<file path="config.mk">
export PLATFORM = sky130hd
export DESIGN_NAME = clk_divider_flat
export DESIGN_NICKNAME = d
export VERILOG_FILES = /design/src/rtl/clk_divider_pkg.sv /design/src/rtl/clk_divider_if.sv /design/src/rtl/clk_divider.sv /design/src/flat_wrapper.sv
export SDC_FILE = /design/constraint.sdc
export NUM_CORES = 1
export LEC_CHECK = 0
export ABC_AREA = 1
export BUFFER_PORTS_ARGS = -buffer_cell sky130_fd_sc_hd__buf_4
export CAP_MARGIN = 20
export CELL_PAD_IN_SITES_DETAIL_PLACEMENT = 0
export CELL_PAD_IN_SITES_GLOBAL_PLACEMENT = 1
export CORE_MARGIN = 8
export CORE_UTILIZATION = 42
export DETAILED_ROUTE_END_ITERATION = 10
export GPL_ROUTABILITY_DRIVEN = 0
export PLACE_DENSITY = 0.81
export SYNTH_ARGS = -nofsm -noshare
export SYNTH_HDL_FRONTEND = slang
export SYNTH_SLANG_ARGS = --single-unit
</file>
<file path="constraint.sdc">
create_clock -name I_REF_CLK -period 5.8 [get_ports I_REF_CLK]
set_clock_uncertainty 0.05 [all_clocks]
set_input_delay 1.16 -clock I_REF_CLK [delete_from_list [all_inputs] [get_ports I_REF_CLK]]
set_output_delay 1.16 -clock I_REF_CLK [all_outputs]
set_load 0.02 [all_outputs]
</file>
<file path="src/rtl/clk_divider_pkg.sv">
// rtl/clk_divider_pkg.sv - shared constants for the runtime-programmable clock divider
//
// Purpose : holds the default ratio width used by the divider and its bus interface.
// Ports   : none (package).

package clk_divider_pkg;

   // Default width of DIV_RATIO and of the phase counter; supports N up to 255.
   localparam int DEF_RATIO_WD = 8;

endpackage : clk_divider_pkg

</file>
<file path="src/rtl/clk_divider_if.sv">
// rtl/clk_divider_if.sv - control/output bundle of the clock divider
//
// Purpose : groups the divider control inputs and the divided clock output.
// Signals : CLK_EN    - divider enable; 1 = divide, 0 = bypass
//           DIV_RATIO - unsigned division ratio N (RATIO_WD bits)
//           O_DIV_CLK - divided clock, or the reference clock in bypass
// Modports: master - software/clocking side driving the controls
//           slave  - the divider itself

interface clk_divider_if
   import clk_divider_pkg::*;
#(
   parameter int RATIO_WD = DEF_RATIO_WD
);

   logic                CLK_EN;
   logic [RATIO_WD-1:0] DIV_RATIO;
   logic                O_DIV_CLK;

   modport master (
      output CLK_EN,
      output DIV_RATIO,
      input  O_DIV_CLK
   );

   modport slave (
      input  CLK_EN,
      input  DIV_RATIO,
      output O_DIV_CLK
   );

endinterface : clk_divider_if

</file>
<file path="src/rtl/clk_divider.sv">
// rtl/clk_divider.sv - integer clock divider with runtime ratio and bypass
//
// Purpose : produces O_DIV_CLK with period N reference cycles (N = DIV_RATIO);
//           for odd N the low phase is one cycle longer than the high phase.
//           Passes the reference clock through when disabled or when N < 2.
// Ports   : I_REF_CLK - reference clock, all state updates on its rising edge
//           RST_EN    - synchronous active-low reset
//           bus       - clk_divider_if slave (CLK_EN, DIV_RATIO in; O_DIV_CLK out)

module clk_divider
   import clk_divider_pkg::*;
#(
   parameter int RATIO_WD = DEF_RATIO_WD
)
(
   input  logic          I_REF_CLK,
   input  logic          RST_EN,
   clk_divider_if.slave  bus
);

   logic [RATIO_WD-1:0] cnt;
   logic [RATIO_WD-1:0] half;
   logic [RATIO_WD-1:0] plen;
   logic [RATIO_WD-1:0] cnt_inc;
   logic                div_q;
   logic                active;

   // Phase length follows the current level: the low phase absorbs the odd
   // cycle. A new ratio takes effect at once; the >= compare lets a counter
   // that is already past a shortened phase toggle on the next edge.
   always_comb begin
      half    = bus.DIV_RATIO >> 1;
      active  = bus.CLK_EN && (bus.DIV_RATIO >= RATIO_WD'(2));
      plen    = div_q ? half : (half + {{(RATIO_WD-1){1'b0}}, bus.DIV_RATIO[0]});
      cnt_inc = cnt + RATIO_WD'(1);
   end

   // Held at zero whenever inactive so re-activation starts a fresh low phase.
   // cnt stays below plen (at most 128 for 8 bits), so cnt_inc cannot wrap.
   always_ff @(posedge I_REF_CLK) begin
      if (!RST_EN || !active) begin
         cnt   <= '0;
         div_q <= 1'b0;
      end else if (cnt_inc >= plen) begin
         cnt   <= '0;
         div_q <= ~div_q;
      end else begin
         cnt   <= cnt_inc;
      end
   end

   // Bypass mux: only glitch-free when controls are changed while quiescent.
   assign bus.O_DIV_CLK = active ? div_q : I_REF_CLK;

endmodule : clk_divider

</file>
<file path="src/flat_wrapper.sv">
// flat-port wrapper written by rule: the top's interface ports become plain ports
module clk_divider_flat import clk_divider_pkg::*;
#(
   parameter int RATIO_WD = DEF_RATIO_WD
)
  (I_REF_CLK, RST_EN, bus_CLK_EN, bus_DIV_RATIO, bus_O_DIV_CLK);
  clk_divider_if #(.RATIO_WD(RATIO_WD)) bus_i ();
  input  logic I_REF_CLK;
  input  logic RST_EN;
  input wire logic [$bits(bus_i.CLK_EN)-1:0] bus_CLK_EN;
  input wire logic [$bits(bus_i.DIV_RATIO)-1:0] bus_DIV_RATIO;
  output wire logic [$bits(bus_i.O_DIV_CLK)-1:0] bus_O_DIV_CLK;
  assign bus_i.CLK_EN = bus_CLK_EN;
  assign bus_i.DIV_RATIO = bus_DIV_RATIO;
  assign bus_O_DIV_CLK = bus_i.O_DIV_CLK;
  clk_divider #(.RATIO_WD(RATIO_WD)) u_core (.I_REF_CLK(I_REF_CLK), .RST_EN(RST_EN), .bus(bus_i));
endmodule
</file>
==> results of run 1 <==
[cell usage after synthesis (2+ instances only)]
master / count
a21oi_1: 3
dfxtp_1: 9
ha_1: 12
inv_1: 16
nand2_1: 20
nand2_2: 2
nand3_1: 7
nor2_1: 12
nor3_1: 6
nor3b_1: 2
o21ai_0: 2
xnor2_1: 2
xor2_1: 8
[report_power, final]
part | total (mW) | internal (mW) | switching (mW)
Clock | 0.0847 | 0.0536 | 0.0311
Combinational | 0.0279 | 0.0128 | 0.0151
Sequential | 0.0635 | 0.0627 | 0.000823
Total | 0.176 | 0.129 | 0.0470
[kinds of logic after synthesis]
kind of cell,synth area share
compound gates,0.0607
xor+xnor,0.112
fa+ha+maj,0.192
buf+inv,0.0767
flops,0.230
simple gates,0.329
[final cells by class]
cell class / instances / area, µm²
flip-flops and latches: 9 / 180
clock buffers: 8 / 56.3
inverters: 16 / 60.1
well taps: 25 / 31.3
repair buffers: 10 / 75.1
fillers: 195 / 800
multi-input cells: 84 / 543
[per-layer routing]
| layer | GRT usage | wire, µm |
|---|---|---|
| met4 | 0.106 | 45 |
| met3 | 0.0456 | 41 |
| met5 | 0 | 0 |
| met1 | 0.0979 | 694 |
| met2 | 0.159 | 753 |
[worst paths after layout]
path	from	endpoint	slack, ns	cells after the start
worst max-delay path	I_REF_CLK	bus_O_DIV_CLK	1.14	5
worst min-delay path	u_core.div_q$_SDFFE_PP0P_	u_core.div_q$_SDFFE_PP0P_	0.47	2
worst max register to register	u_core.cnt[0]$_SDFF_PP0_	u_core.cnt[2]$_SDFF_PP0_	3.60	12
worst min register to register	u_core.div_q$_SDFFE_PP0P_	u_core.div_q$_SDFFE_PP0P_	0.47	2
[per-stage QoR]
stage          cells  power (mW)
2_1_floorplan    109      0.0873
3_3_place_gp     145       0.102
3_5_place_dp     145       0.102
4_1_cts          152       0.180
5_1_grt          152       0.191
6_report         152       0.176
[critical path, stage by stage]
cell      delay, ns
clkbuf_4       0.11
clkbuf_4       0.12
a21oi_1        0.10
a31oi_1        0.05
buf_4          0.16
[flip-flops by register name, indices dropped and copies added, names as in the netlist]
name	cells
u_core.cnt	8
u_core.div_q	1
==> flow_metrics.py, run 1 <==
metrics = {
    "yosys": {
        "yosys_most_used_dff": "dfxtp_1",
        "yosys_warning_total": 0,
        "synth_seq_area_share": 0.230,
        "synth-edff-count": 0,
        "netlist-cell-type-count": 21,
        "synth_top_cell_by_area": "dfxtp_1",
        "synth.top_cells.by_area": "dfxtp_1 23%, ha_1 19%, nand2_1 9.6%",
        "syn_nets": 132,
        "synth-async-reset-ratio": 0,
        "syn_avg_cell_area_um2": 7.19,
        "syn_inst": 109,
        "synth_largest_type_area_fraction": 0.230,
        "synth.ff_latch_count": 9,
        "synth.cell_area_um2": 783,
    },
    "routing": {
        "detailroute.via_count": 719,
        "route.antenna.remaining_nets": 0,
        "wl_per_cell_um": 10.1,
        "wirelength_um": 1540,
        "via_per_inst": 4.73,
        "drt_pre_antenna_iters": 4,
        "route.detailed.drc": 0,
        "drt_iter0_markers": 11,
    },
    "die": {
        "die_area_mm2": 0.00350,
        "core_region_area_mm2": 0.00175,
        "placement_rows": 15,
        "die_y_um": 59.2,
        "ioPinCount": 12,
        "die_w_um": 59.2,
        "initial_utilization": 0.449,
    },
    "placement": {
        "place_ws_ns": 1.39,
        "port-buffer-count": 11,
        "dpl-instance-area_um2": 897,
        "place.detailed.hpwl_um": 1300,
    },
    "clock_tree": {
        "cts_setup_buffers": 0,
        "path_clk_slew_ns": 0.06,
        "cts_resized": 0,
        "post_cts_hold_buffer_count": 0,
        "cts_tree": "yes",
        "clk_latency_ns": 0.36,
    },
    "timing": {
        "rsz0062_at_grt": "no",
        "timing_max_transition_violations_final": 0,
        "finalSetupTns_ns": 0,
        "finalHoldViolations": 0,
        "max_slew.worst_pin.slew_ns": 0.285,
        "postLayoutSetupSlackWorst_ns": 1.14,
        "max_slew_margin": 0.809,
        "setup-violations-final": 0,
        "hold_slack_ns": 0.471,
    },
    "critical_path": {
        "critical_path.startpoint_type": "clock port",
        "timing_worst_setup_path_type": "clock port to output pin",
        "crit_path_end_kind": "output pin",
        "cp_max_fo": 2,
        "cp_data_required_time_ns": 4.59,
        "critical_path_arrival_ns": 3.45,
    },
    "global_route": {
        "global_route_wire_length_before_repair_um": 2660,
        "antenna_found_initial": 0,
        "largest_net_degree_at_the_start_of_global_routing": 10,
        "globalRouteOverflowTotal": 0,
        "first_global_vias": 718,
        "grt.total_usage": 0.103,
    },
    "power": {
        "cellPowerDensity_mw_per_mm2": 186,
        "irDropWorstVdd_uv": 82.2,
        "p_leak_nw": 0.507,
    },
    "finish": {
        "layout-area-overhead-vs-synth_pct": 20.8,
        "layout.cells.most_common": "nand2_1",
        "fin_util": 0.542,
        "nNetsFinal": 151,
        "most-common-layout-cells": "20 x nand2_1, 16 x inv_1, 12 x nor2_1, 12 x ha_1, 11 x buf_4",
        "final_area_um2": 946,
        "antenna_cells": 0,
        "final_layout_size_suffix_gt1_frac": 0.189,
    },
    "outcome": {
        "run_status": "complete, no violations",
    },
    "worst_hold_path": {
        "hold_wc_path_type": "register to register",
    },
    "run": {
        "cap_viol_max_count": 0,
    },
}
Power figures use the tool's default switching activity.
==> run 2, diff against run 1 <==
CORE_UTILIZATION = 35   (was 42)
PLACE_DENSITY = 0.72   (was 0.81)
clock period = 3.9 ns   (was 5.8 ns; I/O delays follow)
==> run 2 against run 1 <==
Core utilization is 10 points lower. Design area is 0.40% higher. Total power is 50% higher. Clock power is 51% higher. Global-route usage is 1.4 points lower. Clock-buffer cell count stayed put. Non-clock buffer count stayed put. Critical endpoint unchanged. Largest power group unchanged.
==> flow_metrics.py, run 2 (synthesized netlist as in run 1, its figures left out) <==
metrics = {
    "outcome": {
        "run_status": "complete, no violations",
    },
    "worst_hold_path": {
        "hold_wc_path_type": "register to register",
    },
    "critical_path": {
        "timing_worst_setup_path_type": "clock port to output pin",
        "critical_path_arrival_ns": 2.50,
        "regToRegEndpoint": "u_core.cnt[1]$_SDFF_PP0_",
        "crit_path_end_kind": "output pin",
        "critical-path-slowest-cell": "buf_4",
        "setup.reg_to_reg.worst_slack_ns": 1.76,
        "crit_top_cell": "clkbuf_4",
        "critical_path.startpoint_type": "clock port",
        "r2r_cells": 12,
        "cp_launch_point": "I_REF_CLK",
        "cp_data_required_time_ns": 3.07,
        "worstPathCellList": "clkbuf_4, clkbuf_4, a21oi_1, a31oi_1, buf_4",
        "timing.rr.start": "u_core.cnt[0]$_SDFF_PP0_",
        "critical-path-max-stage-delay_ns": 0.16,
        "cp_max_fo": 2,
        "crit_end": "bus_O_DIV_CLK",
    },
    "clock_tree": {
        "post_cts_hold_buffer_count": 0,
        "cts_setup_buffers": 0,
        "cts_resized": 0,
        "clk_latency_ns": 0.37,
        "path_clk_slew_ns": 0.06,
        "cts_tree": "yes",
    },
    "routing": {
        "via_per_inst": 4.75,
        "detailroute.via_count": 736,
        "route.detailed.drc": 0,
        "wl_per_cell_um": 10.4,
        "route.antenna.remaining_nets": 0,
        "drt_iter0_markers": 39,
        "drt_pre_antenna_iters": 4,
        "wirelength_um": 1610,
    },
    "global_route": {
        "largest_net_degree_at_the_start_of_global_routing": 10,
        "globalRouteOverflowTotal": 0,
        "global_route_wire_length_before_repair_um": 2820,
        "grt.total_usage": 0.0896,
        "first_global_vias": 746,
        "antenna_found_initial": 0,
    },
    "power": {
        "cellPowerDensity_mw_per_mm2": 277,
        "share_clk_of_total_power": 0.485,
        "p_leak_nw": 0.507,
        "irDropWorstVdd_uv": 195,
        "seq_power_share": 0.359,
        "design_power_total_mw": 0.263,
        "p_sw_mw": 0.0714,
        "sw_frac_of_total": 0.271,
        "cellInternalPower_mw": 0.192,
        "pwr-share-comb": 0.156,
    },
    "finish": {
        "final_layout_size_suffix_gt1_frac": 0.189,
        "antenna_cells": 0,
        "fill_cells": 242,
        "fin_util": 0.438,
        "layout-area-overhead-vs-synth_pct": 21.2,
        "post_layout_nonfiller_instances": 155,
        "most-common-layout-cells": "20 x nand2_1, 16 x inv_1, 12 x nor2_1, 12 x ha_1, 11 x buf_4",
        "final_area_um2": 950,
        "largest_register_ff_count": 8,
        "nNetsFinal": 151,
        "reg_top3": "u_core.cnt: 8 flops, u_core.div_q: 1 flops",
        "layout.cells.most_common": "nand2_1",
        "registers.top_by_ff_count": "u_core.cnt",
    },
    "placement": {
        "place.detailed.hpwl_um": 1360,
        "dpl.cell_count": 148,
        "place_ws_ns": 0.821,
        "dpl-instance-area_um2": 901,
        "port-buffer-count": 11,
    },
    "run": {
        "cap_viol_max_count": 0,
    },
    "timing": {
        "finalHoldViolations": 0,
        "hold_slack_ns": 0.478,
        "max_slew.worst_pin.slew_ns": 0.296,
        "finalSetupTns_ns": 0,
        "postLayoutSetupSlackWorst_ns": 0.569,
        "rsz0062_at_grt": "no",
        "setup-violations-final": 0,
        "timing_max_transition_violations_final": 0,
        "max_slew_margin": 0.801,
    },
    "die": {
        "ioPinCount": 12,
        "die_w_um": 63.3,
        "placement_rows": 17,
        "initial_utilization": 0.361,
        "die_area_mm2": 0.00401,
        "die_y_um": 63.3,
        "core_region_area_mm2": 0.00217,
    },
}
## run 2: cell counts in the layout (fill, tap and decap cells not counted)
Identical to the previous run, type by type.
## run 2: power by group through the flow
stage                     logic [mW]  clock network [mW]  registers, mW
after detailed placement      0.0420              0.0139         0.0966
after global placement        0.0412              0.0139         0.0965
after floorplan               0.0247             0.00903         0.0961
after global routing          0.0474               0.141         0.0947
after CTS                     0.0421               0.132         0.0945
final                         0.0411               0.128         0.0945
## run 2: area by class of cell
| type | count | area, µm² | share of cell area |
|---|---|---|---|
| Multi-Input combinational cell | 84 | 543 | 0.572 |
| Timing Repair Buffer | 10 | 75.1 | 0.0791 |
| Tap cell | 28 | 35.0 | 0.0369 |
| Inverter | 16 | 60.1 | 0.0632 |
| Sequential cell | 9 | 180 | 0.190 |
| Clock buffer | 8 | 56.3 | 0.0593 |
## run 2: worst max-delay path: cells and delay by family
family,cells,cell delay (ns)
buffers and inverters,3,0.39
AO/OA/AOI/OAI,2,0.16
## run 2: worst min path at each step
stage | from | to | slack (ns) | cells past startpoint
after global placement | u_core.cnt[0]$_SDFF_PP0_ | u_core.cnt[0]$_SDFF_PP0_ | 0.47 | 1
final | u_core.cnt[0]$_SDFF_PP0_ | u_core.cnt[0]$_SDFF_PP0_ | 0.48 | 1
after detailed placement | u_core.div_q$_SDFFE_PP0P_ | u_core.div_q$_SDFFE_PP0P_ | 0.47 | 2
after global routing | u_core.div_q$_SDFFE_PP0P_ | u_core.div_q$_SDFFE_PP0P_ | 0.52 | 2
after floorplan | u_core.cnt[0]$_SDFF_PP0_ | u_core.cnt[0]$_SDFF_PP0_ | 0.41 | 1
after CTS | u_core.div_q$_SDFFE_PP0P_ | u_core.div_q$_SDFFE_PP0P_ | 0.48 | 2
## run 2: routing by layer
layer  GRT usage  wire length (µm)  up-vias
li1            -                 -      389
met1      0.0918               727      326
met2       0.136               766       14
met3      0.0353                57        7
met4      0.0864                55        0
met5           0                 0        -
